--- src/rtl/ch0re_instr_decoder_pkg.sv ---
// ch0re_types: shared types and encodings for the ch0re RV64I decode stage.
//   XLEN            datapath / immediate width
//   iformat_t       instruction format tag (R/I/S/B/U/J)
//   alu_op_t        ALU operation selected by decode
//   alu_mux1_sel_t  ALU operand A source (register, PC, zero for LUI)
//   alu_mux2_sel_t  ALU operand B source (register, immediate, constant 4)
//   OPC_* / F3_* / F7_*  opcode and function-field encodings
//   base_op()       funct3 -> ALU op for the shared OP / OP-IMM integer group
package ch0re_types;

  localparam int XLEN = 64;

  typedef enum logic [2:0] {
    IFORMAT_R, IFORMAT_I, IFORMAT_S, IFORMAT_B, IFORMAT_U, IFORMAT_J
  } iformat_t;

  typedef enum logic [4:0] {
    ALU_ADD, ALU_SUB, ALU_SLL, ALU_SLT, ALU_SLTU, ALU_XOR, ALU_SRL, ALU_SRA,
    ALU_OR, ALU_AND, ALU_ADDW, ALU_SUBW, ALU_SLLW, ALU_SRLW, ALU_SRAW,
    ALU_SEQ, ALU_SNE, ALU_SGE, ALU_SGEU
  } alu_op_t;

  typedef enum logic [1:0] {
    ALU_MUX1_SEL_REG, ALU_MUX1_SEL_PC, ALU_MUX1_SEL_IMM_ZERO
  } alu_mux1_sel_t;

  typedef enum logic [1:0] {
    ALU_MUX2_SEL_REG, ALU_MUX2_SEL_IMM, ALU_MUX2_SEL_IMM_FOUR
  } alu_mux2_sel_t;

  // Full 7-bit opcodes; bits [1:0] are 2'b11, so a compressed or
  // otherwise malformed low pair never matches any of them.
  localparam logic [6:0] OPC_LOAD      = 7'b0000011;
  localparam logic [6:0] OPC_OP_IMM    = 7'b0010011;
  localparam logic [6:0] OPC_AUIPC     = 7'b0010111;
  localparam logic [6:0] OPC_OP_IMM_32 = 7'b0011011;
  localparam logic [6:0] OPC_STORE     = 7'b0100011;
  localparam logic [6:0] OPC_OP        = 7'b0110011;
  localparam logic [6:0] OPC_LUI       = 7'b0110111;
  localparam logic [6:0] OPC_OP_32     = 7'b0111011;
  localparam logic [6:0] OPC_BRANCH    = 7'b1100011;
  localparam logic [6:0] OPC_JALR      = 7'b1100111;
  localparam logic [6:0] OPC_JAL       = 7'b1101111;

  localparam logic [2:0] F3_ADD_SUB = 3'b000;
  localparam logic [2:0] F3_SLL     = 3'b001;
  localparam logic [2:0] F3_SLT     = 3'b010;
  localparam logic [2:0] F3_SLTU    = 3'b011;
  localparam logic [2:0] F3_XOR     = 3'b100;
  localparam logic [2:0] F3_SRL_SRA = 3'b101;
  localparam logic [2:0] F3_OR      = 3'b110;
  localparam logic [2:0] F3_AND     = 3'b111;

  localparam logic [2:0] F3_BEQ  = 3'b000;
  localparam logic [2:0] F3_BNE  = 3'b001;
  localparam logic [2:0] F3_BLT  = 3'b100;
  localparam logic [2:0] F3_BGE  = 3'b101;
  localparam logic [2:0] F3_BLTU = 3'b110;
  localparam logic [2:0] F3_BGEU = 3'b111;

  localparam logic [6:0] F7_BASE = 7'b0000000;
  localparam logic [6:0] F7_ALT  = 7'b0100000;
  // RV64 immediate shifts: funct6 only, bit 25 is shamt[5].
  localparam logic [5:0] F6_BASE = 6'b000000;
  localparam logic [5:0] F6_ALT  = 6'b010000;

  function automatic alu_op_t base_op(input logic [2:0] f3);
    case (f3)
      F3_ADD_SUB: return ALU_ADD;
      F3_SLL:     return ALU_SLL;
      F3_SLT:     return ALU_SLT;
      F3_SLTU:    return ALU_SLTU;
      F3_XOR:     return ALU_XOR;
      F3_SRL_SRA: return ALU_SRL;
      F3_OR:      return ALU_OR;
      default:    return ALU_AND;
    endcase
  endfunction

endpackage

--- src/rtl/ch0re_instr_decoder_imm_gen.sv ---
// ch0re_imm_gen: builds the sign-extended immediate for a decoded format.
//   fmt       in   iformat_t   format tag from the decoder
//   instr_hi  in   [31:7]      instruction bits carrying immediate fields
//   imm       out  [XLEN-1:0]  sign-extended immediate (0 for R format)
module ch0re_imm_gen
  import ch0re_types::*;
(
  input  iformat_t               fmt,
  input  logic     [31:7]        instr_hi,
  output logic     [XLEN-1:0]    imm
);

  always_comb begin
    imm = '0;
    case (fmt)
      IFORMAT_I: imm = {{(XLEN-12){instr_hi[31]}}, instr_hi[31:20]};
      IFORMAT_S: imm = {{(XLEN-12){instr_hi[31]}}, instr_hi[31:25], instr_hi[11:7]};
      IFORMAT_B: imm = {{(XLEN-13){instr_hi[31]}}, instr_hi[31], instr_hi[7],
                        instr_hi[30:25], instr_hi[11:8], 1'b0};
      IFORMAT_U: imm = {{(XLEN-32){instr_hi[31]}}, instr_hi[31:12], 12'b0};
      IFORMAT_J: imm = {{(XLEN-21){instr_hi[31]}}, instr_hi[31], instr_hi[19:12],
                        instr_hi[20], instr_hi[30:21], 1'b0};
      default:   imm = '0;
    endcase
  end

endmodule

--- src/rtl/ch0re_instr_decoder.sv ---
// ch0re_instr_decoder: combinational RV64I decode stage.
//   i_clk            in   clock, unused (no state; kept for pipeline uniformity)
//   i_rst            in   async active-high reset, forces neutral outputs
//   i_instr          in   32-bit instruction word
//   o_illegal_instr  out  instruction outside the decoded RV64I set
//   o_wen            out  register write (R/I/U/J) or memory write (S)
//   o_rf_raddr1/2    out  rs1 / rs2 raw fields
//   o_rf_waddr       out  rd raw field
//   o_instr_format   out  format tag
//   o_alu_op         out  ALU operation
//   o_imm            out  sign-extended immediate
//   o_alu_mux1_sel   out  ALU operand A select
//   o_alu_mux2_sel   out  ALU operand B select
module ch0re_instr_decoder
  import ch0re_types::*;
(
  input  logic                 i_clk,
  input  logic                 i_rst,
  input  logic [31:0]          i_instr,
  output logic                 o_illegal_instr,
  output logic                 o_wen,
  output logic [4:0]           o_rf_raddr1,
  output logic [4:0]           o_rf_raddr2,
  output logic [4:0]           o_rf_waddr,
  output iformat_t             o_instr_format,
  output alu_op_t              o_alu_op,
  output logic [XLEN-1:0]      o_imm,
  output alu_mux1_sel_t        o_alu_mux1_sel,
  output alu_mux2_sel_t        o_alu_mux2_sel
);

  logic unused_clk;
  assign unused_clk = i_clk;

  logic [6:0] opcode;
  logic [2:0] f3;
  logic [6:0] f7;
  logic [5:0] f6;
  assign opcode = i_instr[6:0];
  assign f3     = i_instr[14:12];
  assign f7     = i_instr[31:25];
  assign f6     = i_instr[31:26];

  logic          illegal;
  logic          wen;
  iformat_t      fmt;
  alu_op_t       op;
  alu_mux1_sel_t mux1;
  alu_mux2_sel_t mux2;

  // NOTE: every signal gets a default before the case so no path leaves it
  // unassigned; otherwise always_comb would infer a latch.
  always_comb begin
    illegal = 1'b0;
    wen     = 1'b1;
    fmt     = IFORMAT_R;
    op      = ALU_ADD;
    mux1    = ALU_MUX1_SEL_REG;
    mux2    = ALU_MUX2_SEL_REG;
    case (opcode)
      OPC_OP: begin
        if (f7 == F7_BASE)                          op = base_op(f3);
        else if (f7 == F7_ALT && f3 == F3_ADD_SUB)  op = ALU_SUB;
        else if (f7 == F7_ALT && f3 == F3_SRL_SRA)  op = ALU_SRA;
        else                                        illegal = 1'b1;
      end
      OPC_OP_32: begin
        case ({f7 == F7_ALT, f7 == F7_BASE, f3})
          {2'b01, F3_ADD_SUB}: op = ALU_ADDW;
          {2'b01, F3_SLL}:     op = ALU_SLLW;
          {2'b01, F3_SRL_SRA}: op = ALU_SRLW;
          {2'b10, F3_ADD_SUB}: op = ALU_SUBW;
          {2'b10, F3_SRL_SRA}: op = ALU_SRAW;
          default:             illegal = 1'b1;
        endcase
      end
      OPC_OP_IMM: begin
        fmt  = IFORMAT_I;
        mux2 = ALU_MUX2_SEL_IMM;
        op   = base_op(f3);
        if (f3 == F3_SLL && f6 != F6_BASE) illegal = 1'b1;
        if (f3 == F3_SRL_SRA) begin
          if (f6 == F6_ALT)        op = ALU_SRA;
          else if (f6 != F6_BASE)  illegal = 1'b1;
        end
      end
      OPC_OP_IMM_32: begin
        fmt  = IFORMAT_I;
        mux2 = ALU_MUX2_SEL_IMM;
        case (f3)
          F3_ADD_SUB: op = ALU_ADDW;
          F3_SLL:     if (f7 == F7_BASE) op = ALU_SLLW; else illegal = 1'b1;
          F3_SRL_SRA: begin
            if (f7 == F7_BASE)      op = ALU_SRLW;
            else if (f7 == F7_ALT)  op = ALU_SRAW;
            else                    illegal = 1'b1;
          end
          default:    illegal = 1'b1;
        endcase
      end
      OPC_LOAD: begin
        fmt  = IFORMAT_I;
        mux2 = ALU_MUX2_SEL_IMM;
        if (f3 == 3'b111) illegal = 1'b1;   // no 64-bit unsigned load
      end
      OPC_JALR: begin
        fmt  = IFORMAT_I;
        mux1 = ALU_MUX1_SEL_PC;
        mux2 = ALU_MUX2_SEL_IMM_FOUR;       // ALU produces the link PC+4
        if (f3 != 3'b000) illegal = 1'b1;
      end
      OPC_STORE: begin
        fmt  = IFORMAT_S;
        mux2 = ALU_MUX2_SEL_IMM;
        if (f3[2]) illegal = 1'b1;          // sb/sh/sw/sd only
      end
      OPC_BRANCH: begin
        fmt = IFORMAT_B;
        wen = 1'b0;
        case (f3)
          F3_BEQ:  op = ALU_SEQ;
          F3_BNE:  op = ALU_SNE;
          F3_BLT:  op = ALU_SLT;
          F3_BGE:  op = ALU_SGE;
          F3_BLTU: op = ALU_SLTU;
          F3_BGEU: op = ALU_SGEU;
          default: illegal = 1'b1;
        endcase
      end
      OPC_JAL: begin
        fmt  = IFORMAT_J;
        mux1 = ALU_MUX1_SEL_PC;
        mux2 = ALU_MUX2_SEL_IMM_FOUR;
      end
      OPC_LUI: begin
        fmt  = IFORMAT_U;
        mux1 = ALU_MUX1_SEL_IMM_ZERO;
        mux2 = ALU_MUX2_SEL_IMM;
      end
      OPC_AUIPC: begin
        fmt  = IFORMAT_U;
        mux1 = ALU_MUX1_SEL_PC;
        mux2 = ALU_MUX2_SEL_IMM;
      end
      default: illegal = 1'b1;              // incl. FENCE, SYSTEM, bits[1:0]!=11
    endcase

    // An illegal word must not write or steer the datapath anywhere useful.
    if (illegal) begin
      wen  = 1'b0;
      op   = ALU_ADD;
      mux1 = ALU_MUX1_SEL_REG;
      mux2 = ALU_MUX2_SEL_REG;
    end
  end

  logic [XLEN-1:0] imm_raw;

  ch0re_imm_gen u_imm_gen (
    .fmt      (fmt),
    .instr_hi (i_instr[31:7]),
    .imm      (imm_raw)
  );

  // Reset overrides decode combinationally, so it takes effect with no clock.
  always_comb begin
    o_illegal_instr = illegal & ~i_rst;
    o_wen           = wen & ~i_rst;
    o_rf_raddr1     = i_rst ? 5'd0 : i_instr[19:15];
    o_rf_raddr2     = i_rst ? 5'd0 : i_instr[24:20];
    o_rf_waddr      = i_rst ? 5'd0 : i_instr[11:7];
    o_instr_format  = i_rst ? IFORMAT_R : fmt;
    o_alu_op        = i_rst ? ALU_ADD : op;
    o_imm           = (i_rst || illegal) ? '0 : imm_raw;
    o_alu_mux1_sel  = i_rst ? ALU_MUX1_SEL_REG : mux1;
    o_alu_mux2_sel  = i_rst ? ALU_MUX2_SEL_REG : mux2;
  end

endmodule

--- config.mk ---
export PLATFORM = sky130hd
export DESIGN_NAME = ch0re_instr_decoder
export DESIGN_NICKNAME = d
export VERILOG_FILES = /design/src/rtl/ch0re_instr_decoder_pkg.sv /design/src/rtl/ch0re_instr_decoder_imm_gen.sv /design/src/rtl/ch0re_instr_decoder.sv
export SDC_FILE = /design/constraint.sdc
export NUM_CORES = 1
export LEC_CHECK = 0
export ABC_AREA = 1
export BUFFER_PORTS_ARGS = -buffer_cell sky130_fd_sc_hd__buf_2
export CAP_MARGIN = 40
export CORE_AREA = 4 4 82 69
export DETAILED_ROUTE_END_ITERATION = 8
export DIE_AREA = 0 0 86 73
export PLACE_DENSITY = 0.83
export SYNTH_ARGS = -nofsm -noshare
export SYNTH_HDL_FRONTEND = slang
export SYNTH_HIERARCHICAL = 1
export SYNTH_SLANG_ARGS = --single-unit
export TNS_END_PERCENT = 1
--- constraint.sdc ---
create_clock -name vclk -period 4.72
set_input_delay 1.18 -clock vclk [all_inputs]
set_output_delay 1.18 -clock vclk [all_outputs]
set_load 0.01 [all_outputs]
# Word level (Yosys, flattened, before mapping)
# Index checks and enable logic that the tools add are counted.
# Widths: inputs -> output; s select.
# word_totals
ff_bits	0
input_bits	34
out_inout_bits	93
elab_cells	96
# classes
n_eq_ne	30
n_mux	47
bitwise_logic	3
reduce_logical	16
# ops
operator	n
$pmux 64 s5	1
$mux 64	1
$mux 5	8
$eq 7x6->1 const B	5
$pmux 5 s6	1
$pmux 4 s7	1
$pmux 5 s5	1
$eq 7x5->1 const B	3
$eq 7x7->1 const B	3
$pmux 4 s5	1
$eq 3x3->1 const B	6
$mux 1	17
$eq 5x4->1 const B	3
$pmux 3 s5	1
$eq 3x2->1 const B	4
$mux 4	3
$pmux 4 s3	1
$reduce_or 6->1	2
$eq 5x5->1 const B	2
$mux 3	3
$pmux 1 s9	1
$mux 2	4
$pmux 2 s2	2
$eq 7x2->1 const B	1
other kinds (15)	21

# Logic depth before layout (Yosys ltp)
# Gate-level depths: netlist (run 1).
# depth
ltp_word	9
ltp_mapped	14
depth_no_buf	13

# By module
# Netlist (run 1), hierarchy kept.
# modules_own_cells
mod	instances	cells_per_inst	area_each_um2	seq_area_each_um2
ch0re_instr_decoder	1	344	1514.0	0.0
ch0re_imm_gen	1	124	695.7	0.0

# Worst setup path after synthesis (run 1)
# No wires, ideal clock.
# synth_timing
kind	input-to-output
startpoint	input i_instr[1]
endpoint	output o_imm[32]
t_arrival_ps	3177
t_required_ps	3540
slack_ps	363
path_stages	12
n_path_buf	2
cell_sequence	nand2_1 inv_1 nand2_1 nor2_1 nor2_1 nand3_1 o211ai_2 buf_4 nand2_1 buf_4 inv_1 nor2_1
# synth_via
elab_chain_len	6
elab_cells_between_ends	24
cone_classes	eq/ne (16); mux (4); reduce/logical (4)
# synth_lines
element	line	rtl
start, declared	ch0re_instr_decoder.sv:19	input logic [31:0] i_instr,
$eq 7x7->1 (tied with other cells)	ch0re_instr_decoder.sv:60	case (opcode)
$reduce_or 4->1 (no line) / $reduce_or 2->1 (equally long branches)	n/a	
$pmux 3 s5 *	ch0re_instr_decoder.sv:60	
via fmt[0]	ch0re_instr_decoder.sv:46	iformat_t fmt;
$eq 3x3->1 (tied with other cells)	ch0re_instr_decoder_imm_gen.sv:15	case (fmt)
$pmux 64 s5 *	ch0re_instr_decoder_imm_gen.sv:15	
via imm_raw[32]	ch0re_instr_decoder.sv:157	logic [XLEN-1:0] imm_raw;
$mux 64 *	ch0re_instr_decoder.sv:174	o_imm = (i_rst || illegal) ? '0 : imm_raw;
end, declared	ch0re_instr_decoder.sv:27	output logic [XLEN-1:0] o_imm,
# The timed path passes the listed nets; every way through them passes the cells marked *.

# Worst setup path after layout (run 1)
# layout_timing
startpoint	input i_instr[1]
endpoint	output o_imm[51]
# layout_via
elab_chain_len	6
elab_cells_between_ends	24
cone_classes	eq/ne (16); mux (4); reduce/logical (4)
# layout_lines
element	line
$eq 7x7->1 (tied with other cells)	ch0re_instr_decoder.sv:60
$reduce_or 4->1 (no line) / $reduce_or 2->1 (equally long branches)	n/a
$pmux 3 s5 *	ch0re_instr_decoder.sv:60
via fmt[0]	ch0re_instr_decoder.sv:46
$eq 3x3->1 (tied with other cells)	ch0re_instr_decoder_imm_gen.sv:15
$pmux 64 s5 *	ch0re_instr_decoder_imm_gen.sv:15
$mux 64 *	ch0re_instr_decoder.sv:174
# Marked as above.

==> flow_summary.json, run 1 <==
{
  "grt_remaining_overflow": 0,
  "synth_compound_area_share_pct": 5.663,
  "wirelength_um": 6664,
  "row_count": 23,
  "gp_congestion": 0.8628,
  "fin_tns_setup_ps": 0,
  "first_pass_iters": 5,
  "worst_pin_slew_ps": 533.4,
  "layout_common_cells": "buf_2 (126), inv_1 (111), nor2_1 (107)",
  "antenna_found_initial": 0,
  "track_usage_pct": 19.59,
  "p_sw_mw": 0.07046,
  "ant_nets": 0,
  "register_area_um2": 0,
  "hpwlAfterDp_um": 5382,
  "cp-startpoint": "i_instr[1]",
  "max_stage_delay_ps": 400,
  "power_frac_seq_pct": 0,
  "critPathLaunchType": "primary input",
  "crit_end": "o_imm[51]",
  "synth_fa_ha_area_share_pct": 0,
  "switching_share_pct": 67.25,
  "muxShareOfSynthArea_pct": 0,
  "nets": 587,
  "yosysWarnings": 6,
  "comb_power_share_pct": 100.0,
  "leakagePower_nw": 1.597,
  "post-route-period-util_pct": 93.52,
  "hp-start": "i_instr[16]",
  "rsz0062_at_grt": "false",
  "worstPathRequired_ps": 3540,
  "fp.dieArea_um2": 6278,
  "peakVddDrop_uv": 27.26,
  "synth_fp_nets": 502,
  "crit_type": "in2out",
  "drive_above_1_share_pct": 31.22,
  "fillers": 527,
  "max_freq_mhz": 226.5,
  "setup_viol": 0,
  "grt_pass1_vias": 2455,
  "finalHoldViolations": 0,
  "via_per_inst": 4.680,
  "p_clk_share_pct": 0,
  "dp_cells": 612,
  "endpoint_kind": "primary output",
  "grt_max_degree": 55,
  "synthDistinctLibCells": 25,
  "initial_core_util_pct": 45.43,
  "seq_cells": 0,
  "area_growth_pct": 16.70,
  "cp.arrival_ps": 3230,
  "yosys.area_share.simple_pct": 56.46,
  "power_density_nw_per_um2": 40.63,
  "instances_no_fill": 613,
  "hold_ws_ps": 2659,
  "synth_top_cell_by_area": "inv_1",
  "synthCells": 468,
  "grt_pass1_wl_um": 10580,
  "cp_slowest_cell": "nor2_1",
  "min_period_ps": 4414,
  "yosysSeqAreaShare_pct": 0,
  "cp_cell_sequence": "buf_2 -> nand2_1 -> inv_1 -> nand2_1 -> nor2_1 -> nor2_1 -> nand3_1 -> o211ai_2 -> nand2_1 -> buf_4 -> inv_1 -> nor2_1 -> buf_2",
  "vias": 2869,
  "drtIter0Drc": 237,
  "yosys-top-cells-area": "inv_1 (19%), nor2_1 (18%), nand3_1 (15%)",
  "wl_per_cell_um": 10.87,
  "floorplan.io_pins": 127,
  "core-area_um2": 4863,
  "antenna_cells": 0,
  "avgSynthCellArea_um2": 4.721,
  "cts-hold-fix-buffers": 0,
  "crit_fanout": 33,
  "drc": 0,
  "die-width_um": 86,
  "die_y_um": 73,
  "status": "finished, final reports clean",
  "synth_top_area_share_pct": 18.86,
  "drv_slew": 0,
  "final_common_cell": "buf_2",
  "fin_util_pct": 53.02,
  "drv_cap": 0,
  "port_buffers": 126,
  "synth_top_family_by_area": "simple AND/OR/NAND/NOR gates",
  "slew_headroom_pct": 64.44,
  "synth-xor-area-share_pct": 0,
  "hold_class": "in2out",
  "clockBufferCount": 0,
  "syn_area_um2": 2210,
  "p_int_mw": 0.03431,
  "multi_input_area_um2": 1375
}
## how the worst min path moves through the flow
| stage | endpoint | slack (ps) | depth (start not counted) |
|---|---|---|---|
| floorplan | o_rf_raddr1[0] | 2440 | 2 |
| global placement | o_rf_raddr1[4] | 2660 | 4 |
| detailed placement | o_rf_raddr1[2] | 2660 | 4 |
| CTS | o_rf_raddr1[2] | 2660 | 4 |
| global route | o_rf_waddr[0] | 2680 | 4 |
| finish | o_rf_raddr1[1] | 2660 | 4 |
## logic make-up after synthesis
logic type,count (synthesis)
buffers and inverters,167
AO/OA/AOI/OAI,21
AND/OR/NAND/NOR,280
## metrics by stage
| step | instance area (um^2) | total power [mW] | worst slack, ps |
|---|---|---|---|
| after global routing | 2579 | 0.1179 | 67.19 |
| after global placement | 2569 | 0.1027 | 233.3 |
| after CTS | 2569 | 0.1047 | 210.2 |
| after detailed placement | 2569 | 0.1042 | 226.0 |
| after floorplan | 2210 | 0.07705 | 363.0 |
| final | 2579 | 0.1048 | 305.8 |
## cells in the mapped netlist
library cell and number:
nor2_4 1, o211ai_1 1, nand4_1 4, nand2_2 1
buf_2 3, inv_1 111, nor4_1 1, nand3_2 1
o21ai_2 2, a21boi_0 1, a21oi_1 4, nand3_1 67
nand3b_1 1, nand2_1 67, o211ai_2 1, clkbuf_1 2
o21ai_1 1, nand3_4 1, inv_2 5, o21ai_0 11
nor2_1 108, nor3_1 3, nor2_2 25, buf_4 37
buf_6 9
## area by class of cell
| class | count | share of cell area [%] |
|---|---|---|
| Tap cell | 62 | 3.008 |
| Timing Repair Buffer | 134 | 26.78 |
| Inverter | 116 | 16.89 |
| Multi-Input combinational cell | 301 | 53.32 |
## routing by layer
layer	track usage, %	share of wire [%]	up-vias	wire length (um)
li1	-	-	1513	-
met1	25.33	43	1226	2874
met2	36.18	46	128	3053
met3	2.596	11	2	717
met4	1.054	0.29	0	19
met5	0	0	-	0
## repair_timing
| item | CTS | global route |
|---|---|---|
| setup buffers | 0 | 1 |
| resized for setup | 0 | 1 |
| endpoints found under the setup margin | 0 | 11 |
## power by group through the flow
stage,Clock [mW],Combinational (mW),Sequential [mW]
after floorplan,0,0.0771,0
after global placement,0,0.103,0
after detailed placement,0,0.104,0
after CTS,0,0.105,0
after global routing,0,0.118,0
final,0,0.105,0
## worst max-delay path: cells and delay by family
| family | cells | cell delay [ps] |
|---|---|---|
| and+or+nand+nor | 7 | 1220 |
| buffers and inverters | 5 | 680 |
| AOI/OAI and AO/OA | 1 | 140 |
Note: power is estimated with default switching activity, not from simulation.
==> inputs of run 2 (changes only) <==
==> constraint.sdc (replaced) <==
create_clock -name vclk -period 4.72
set_input_delay 0.944 -clock vclk [all_inputs]
set_output_delay 0.944 -clock vclk [all_outputs]
set_load 0.01 [all_outputs]
==> run 2 against run 1 <==
  * Die area unchanged
  * Setup slack improved by 420 ps
  * Clock-buffer cell count unchanged
  * Maximum frequency increased by 10%
  * Sequential share of layout area unchanged
  * Flip-flop and latch count unchanged
  * Global-route usage increased by 0.85 points
  * Total power increased by 0.55%
  * Non-clock buffer count decreased by 2
  * Combinational power about the same
==> flow_summary.json, run 2 (synthesis gave the netlist of run 1 again) <==
{
  "nets": 585,
  "fin_util_pct": 52.92,
  "die-width_um": 86,
  "clockBufferCount": 0,
  "port_buffers": 126,
  "register_area_um2": 0,
  "worstPathRequired_ps": 3780,
  "via_per_inst": 4.673,
  "drv_slew": 0,
  "fillers": 536,
  "track_usage_pct": 20.44,
  "grt_remaining_overflow": 0,
  "power_density_nw_per_um2": 40.93,
  "cts_resized": 0,
  "rsz0062_at_grt": "false",
  "finalHoldViolations": 0,
  "drv_cap": 0,
  "min_period_ps": 3997,
  "hold_ws_ps": 2188,
  "cts-hold-fix-buffers": 0,
  "endpoint_kind": "primary output",
  "hp-start": "i_instr[10]",
  "ant_nets": 0,
  "initial_core_util_pct": 45.43,
  "first_pass_iters": 4,
  "hold_class": "in2out",
  "instances_no_fill": 611,
  "max_freq_mhz": 250.2,
  "leakagePower_nw": 1.596,
  "drive_above_1_share_pct": 30.78,
  "layout_common_cells": "buf_2 (126), inv_1 (111), nor2_1 (108)",
  "cts_setup_buffers": 0,
  "setup_viol": 0,
  "wirelength_um": 6772,
  "peakVddDrop_uv": 33.62,
  "fp.dieArea_um2": 6278,
  "wl_per_cell_um": 11.08,
  "post-route-period-util_pct": 84.68,
  "drtIter0Drc": 158,
  "cp-startpoint": "i_instr[1]",
  "grt_pass1_wl_um": 11030,
  "slew_headroom_pct": 54.19,
  "area_growth_pct": 16.48,
  "vias": 2855,
  "multi_input_area_um2": 1373,
  "critPathLaunchType": "primary input",
  "antenna_cells": 0,
  "grt_pass1_vias": 2433,
  "seq_cells": 0,
  "grt_max_degree": 48,
  "dp_cells": 611,
  "floorplan.io_pins": 127,
  "row_count": 23,
  "status": "finished, final reports clean",
  "fin_tns_setup_ps": 0,
  "die_y_um": 73,
  "cp.arrival_ps": 3050,
  "final_common_cell": "buf_2",
  "core-area_um2": 4863,
  "hpwlAfterDp_um": 5332,
  "crit_type": "in2out",
  "gp_congestion": 0.8600,
  "crit_end": "o_imm[29]",
  "drc": 0,
  "postPlaceCellArea_um2": 2574,
  "worst_pin_slew_ps": 684.6,
  "antenna_found_initial": 0,
  "crit_fanout": 11,
  "fin_area_um2": 2574
}
==> run 2: area by class of cell <==
cell class / instances / area share [%]
well taps: 62 / 3.014
inverters: 116 / 16.92
multi-input cells: 301 / 53.33
repair buffers: 132 / 26.74
==> run 2: critical path: stages <==
cell,delay (ps)
buf_2,100
nand2_1,150
nor2_1,100
nand2_1,250
nand3_1,310
nor2_1,630
nand3_1,140
nand3_1,120
inv_1,50
nor2_1,110
buf_2,160
==> run 2: stage by stage <==
| stage | setup WS [ps] | power, mW |
|---|---|---|
| 2_1_floorplan | 835.0 | 0.07705 |
| 3_3_place_gp | 760.5 | 0.1030 |
| 3_5_place_dp | 732.1 | 0.1049 |
| 4_1_cts | 729.2 | 0.1054 |
| 5_1_grt | 420.2 | 0.1191 |
| 6_report | 723.3 | 0.1054 |
==> run 2: per-layer routing <==
layer  part of all wire, %  vias up  global-route usage, %
met5                     0        -                      0
met4                     0        0                 0.3515
met3                   9.8        0                  2.822
met2                    45      117                  37.47
met1                    45     1223                  26.87
li1                      -     1515                      -
==> run 2: power breakdown <==
part           internal (mW)  total [mW]  switching [mW]
logic                 0.0346       0.105          0.0707
clock network              0           0               0
registers                  0           0               0
total                 0.0346       0.105          0.0707
==> run 2: worst min path at each step <==
stage | end | slack, ps | cells past startpoint
final | o_rf_waddr[3] | 2190 | 4
after global routing | o_rf_waddr[0] | 2210 | 4
after CTS | o_rf_raddr1[4] | 2190 | 4
after detailed placement | o_rf_raddr1[4] | 2190 | 4
after global placement | o_rf_raddr1[4] | 2180 | 4
after floorplan | o_rf_raddr1[0] | 1970 | 2
==> inputs of run 3 (changes only) <==
- clock period: 4.72 -> 4.13 ns (I/O delays scaled with it)
==> run 3 against run 2 <==
  * Total power is 15% higher
  * Combinational power is 15% higher
  * Critical path depth is 2 higher
  * First-iteration DRC count is 17% higher
  * Worst hold slack worse by 240 ps
  * Critical path type unchanged
  * Largest cell class unchanged
  * Largest power group unchanged
==> flow_summary.json, run 3 (synthesis gave the netlist of run 1 again) <==
{
  "track_usage_pct": 20.04,
  "setup_viol": 0,
  "post-route-period-util_pct": 90.91,
  "grt_max_degree": 66,
  "worstPathRequired_ps": 3300,
  "wl_per_cell_um": 11.17,
  "power_frac_seq_pct": 0,
  "hpwlAfterDp_um": 5343,
  "max_freq_mhz": 266.3,
  "instances_no_fill": 611,
  "dp_cells": 610,
  "comb_power_share_pct": 100.0,
  "peakVddDrop_uv": 33.36,
  "rsz0062_at_grt": "false",
  "p_sw_mw": 0.08118,
  "drtIter0Drc": 185,
  "worst_pin_slew_ps": 459.5,
  "finalHoldViolations": 0,
  "initial_core_util_pct": 45.43,
  "cp.arrival_ps": 2930,
  "switching_share_pct": 67.21,
  "grt_pass1_wl_um": 10800,
  "met3_usage_pct": 3.047,
  "hold_end": "o_rf_raddr1[3]",
  "fillers": 550,
  "power_density_nw_per_um2": 46.88,
  "register_area_um2": 0,
  "grt_remaining_overflow": 0,
  "drv_cap": 0,
  "gp_congestion": 0.8913,
  "nets": 585,
  "slew_headroom_pct": 69.25,
  "p_int_mw": 0.03960,
  "total_power_mw": 0.1208,
  "ant_nets": 0,
  "whs_path_depth": 4,
  "status": "finished, final reports clean",
  "leakagePower_nw": 1.595,
  "hold_class": "in2out",
  "drc": 0,
  "vias": 2815,
  "first_pass_iters": 4,
  "endpoint_kind": "primary output",
  "cts-hold-fix-buffers": 0,
  "antenna_cells": 0,
  "grt_pass1_vias": 2486,
  "clockBufferCount": 0,
  "core-area_um2": 4863,
  "die_y_um": 73,
  "fin_tns_setup_ps": 0,
  "grt_util_met2_pct": 36.36,
  "crit_fanout": 33,
  "final_common_cell": "buf_2",
  "wirelength_um": 6823,
  "floorplan.io_pins": 127,
  "p_clk_share_pct": 0,
  "row_count": 23,
  "layout_common_cells": "buf_2 (126), inv_1 (111), nor2_1 (107)",
  "drive_above_1_share_pct": 30.97,
  "crit_type": "in2out",
  "die-width_um": 86,
  "critPathLaunchType": "primary input",
  "drv_slew": 0,
  "met1_usage_pct": 25.87,
  "hp-start": "i_instr[18]",
  "min_period_ps": 3755,
  "busiest_layer": "met2",
  "area_growth_pct": 16.59,
  "antenna_found_initial": 0,
  "port_buffers": 126,
  "fp.dieArea_um2": 6278,
  "seq_cells": 0,
  "via_per_inst": 4.607
}
run 3: worst max-delay path: stages:
cell and delay, ps:
buf_2 70, nand2_1 120, inv_1 100, nand2_1 100, nor2_1 380, nor2_1 110, nand3_1 370, o211ai_2 150
nand2_1 80, buf_4 290, inv_1 70, nor2_1 110, buf_2 140
run 3: worst max path at each step:
| stage | startpoint | to | slack [ps] | depth (start not counted) |
|---|---|---|---|---|
| floorplan | i_instr[1] | o_imm[32] | 480 | 12 |
| global placement | i_instr[1] | o_imm[28] | 290 | 12 |
| detailed placement | i_instr[1] | o_imm[29] | 240 | 13 |
| CTS | i_instr[1] | o_imm[29] | 230 | 13 |
| global route | i_instr[1] | o_imm[62] | 90 | 13 |
| finish | i_instr[1] | o_imm[32] | 380 | 13 |
run 3: area by class of cell:
class                           instances  area [um^2]  share of cell area (%)
Multi-Input combinational cell        301         1375                   53.38
Timing Repair Buffer                  132        688.2                   26.71
Inverter                              116        435.4                   16.90
Tap cell                               62        77.57                   3.011
run 3: repair_timing:
item | in CTS | in global routing
setup buffers | 0 | 1
hold endpoints to repair | 0 | 0
setup endpoints to repair | 0 | 11
resized for setup | 0 | 1
run 3: layer usage:
metal / share of wire (%) / vias to the layer above
met3: 11 / 4
met1: 44 / 1174
met5: 0 / -
met4: 0.50 / 0
met2: 45 / 118
li1: - / 1519
run 3: stage by stage:
step	util, %	hold slack, ps	setup slack (ps)	instance area (um^2)
floorplan	-	1735	481.0	2210
CTS	52.77	1952	227.9	2566
finish	52.97	1950	375.3	2576
global route	52.97	1971	87.76	2576
detailed placement	52.77	1951	235.6	2566
global placement	52.77	1949	290.2	2566
run 3: power by group through the flow:
stage | clock network (mW) | logic (mW) | registers [mW]
after floorplan | 0 | 0.0881 | 0
after global placement | 0 | 0.118 | 0
after detailed placement | 0 | 0.120 | 0
after CTS | 0 | 0.120 | 0
after global routing | 0 | 0.136 | 0
final | 0 | 0.121 | 0
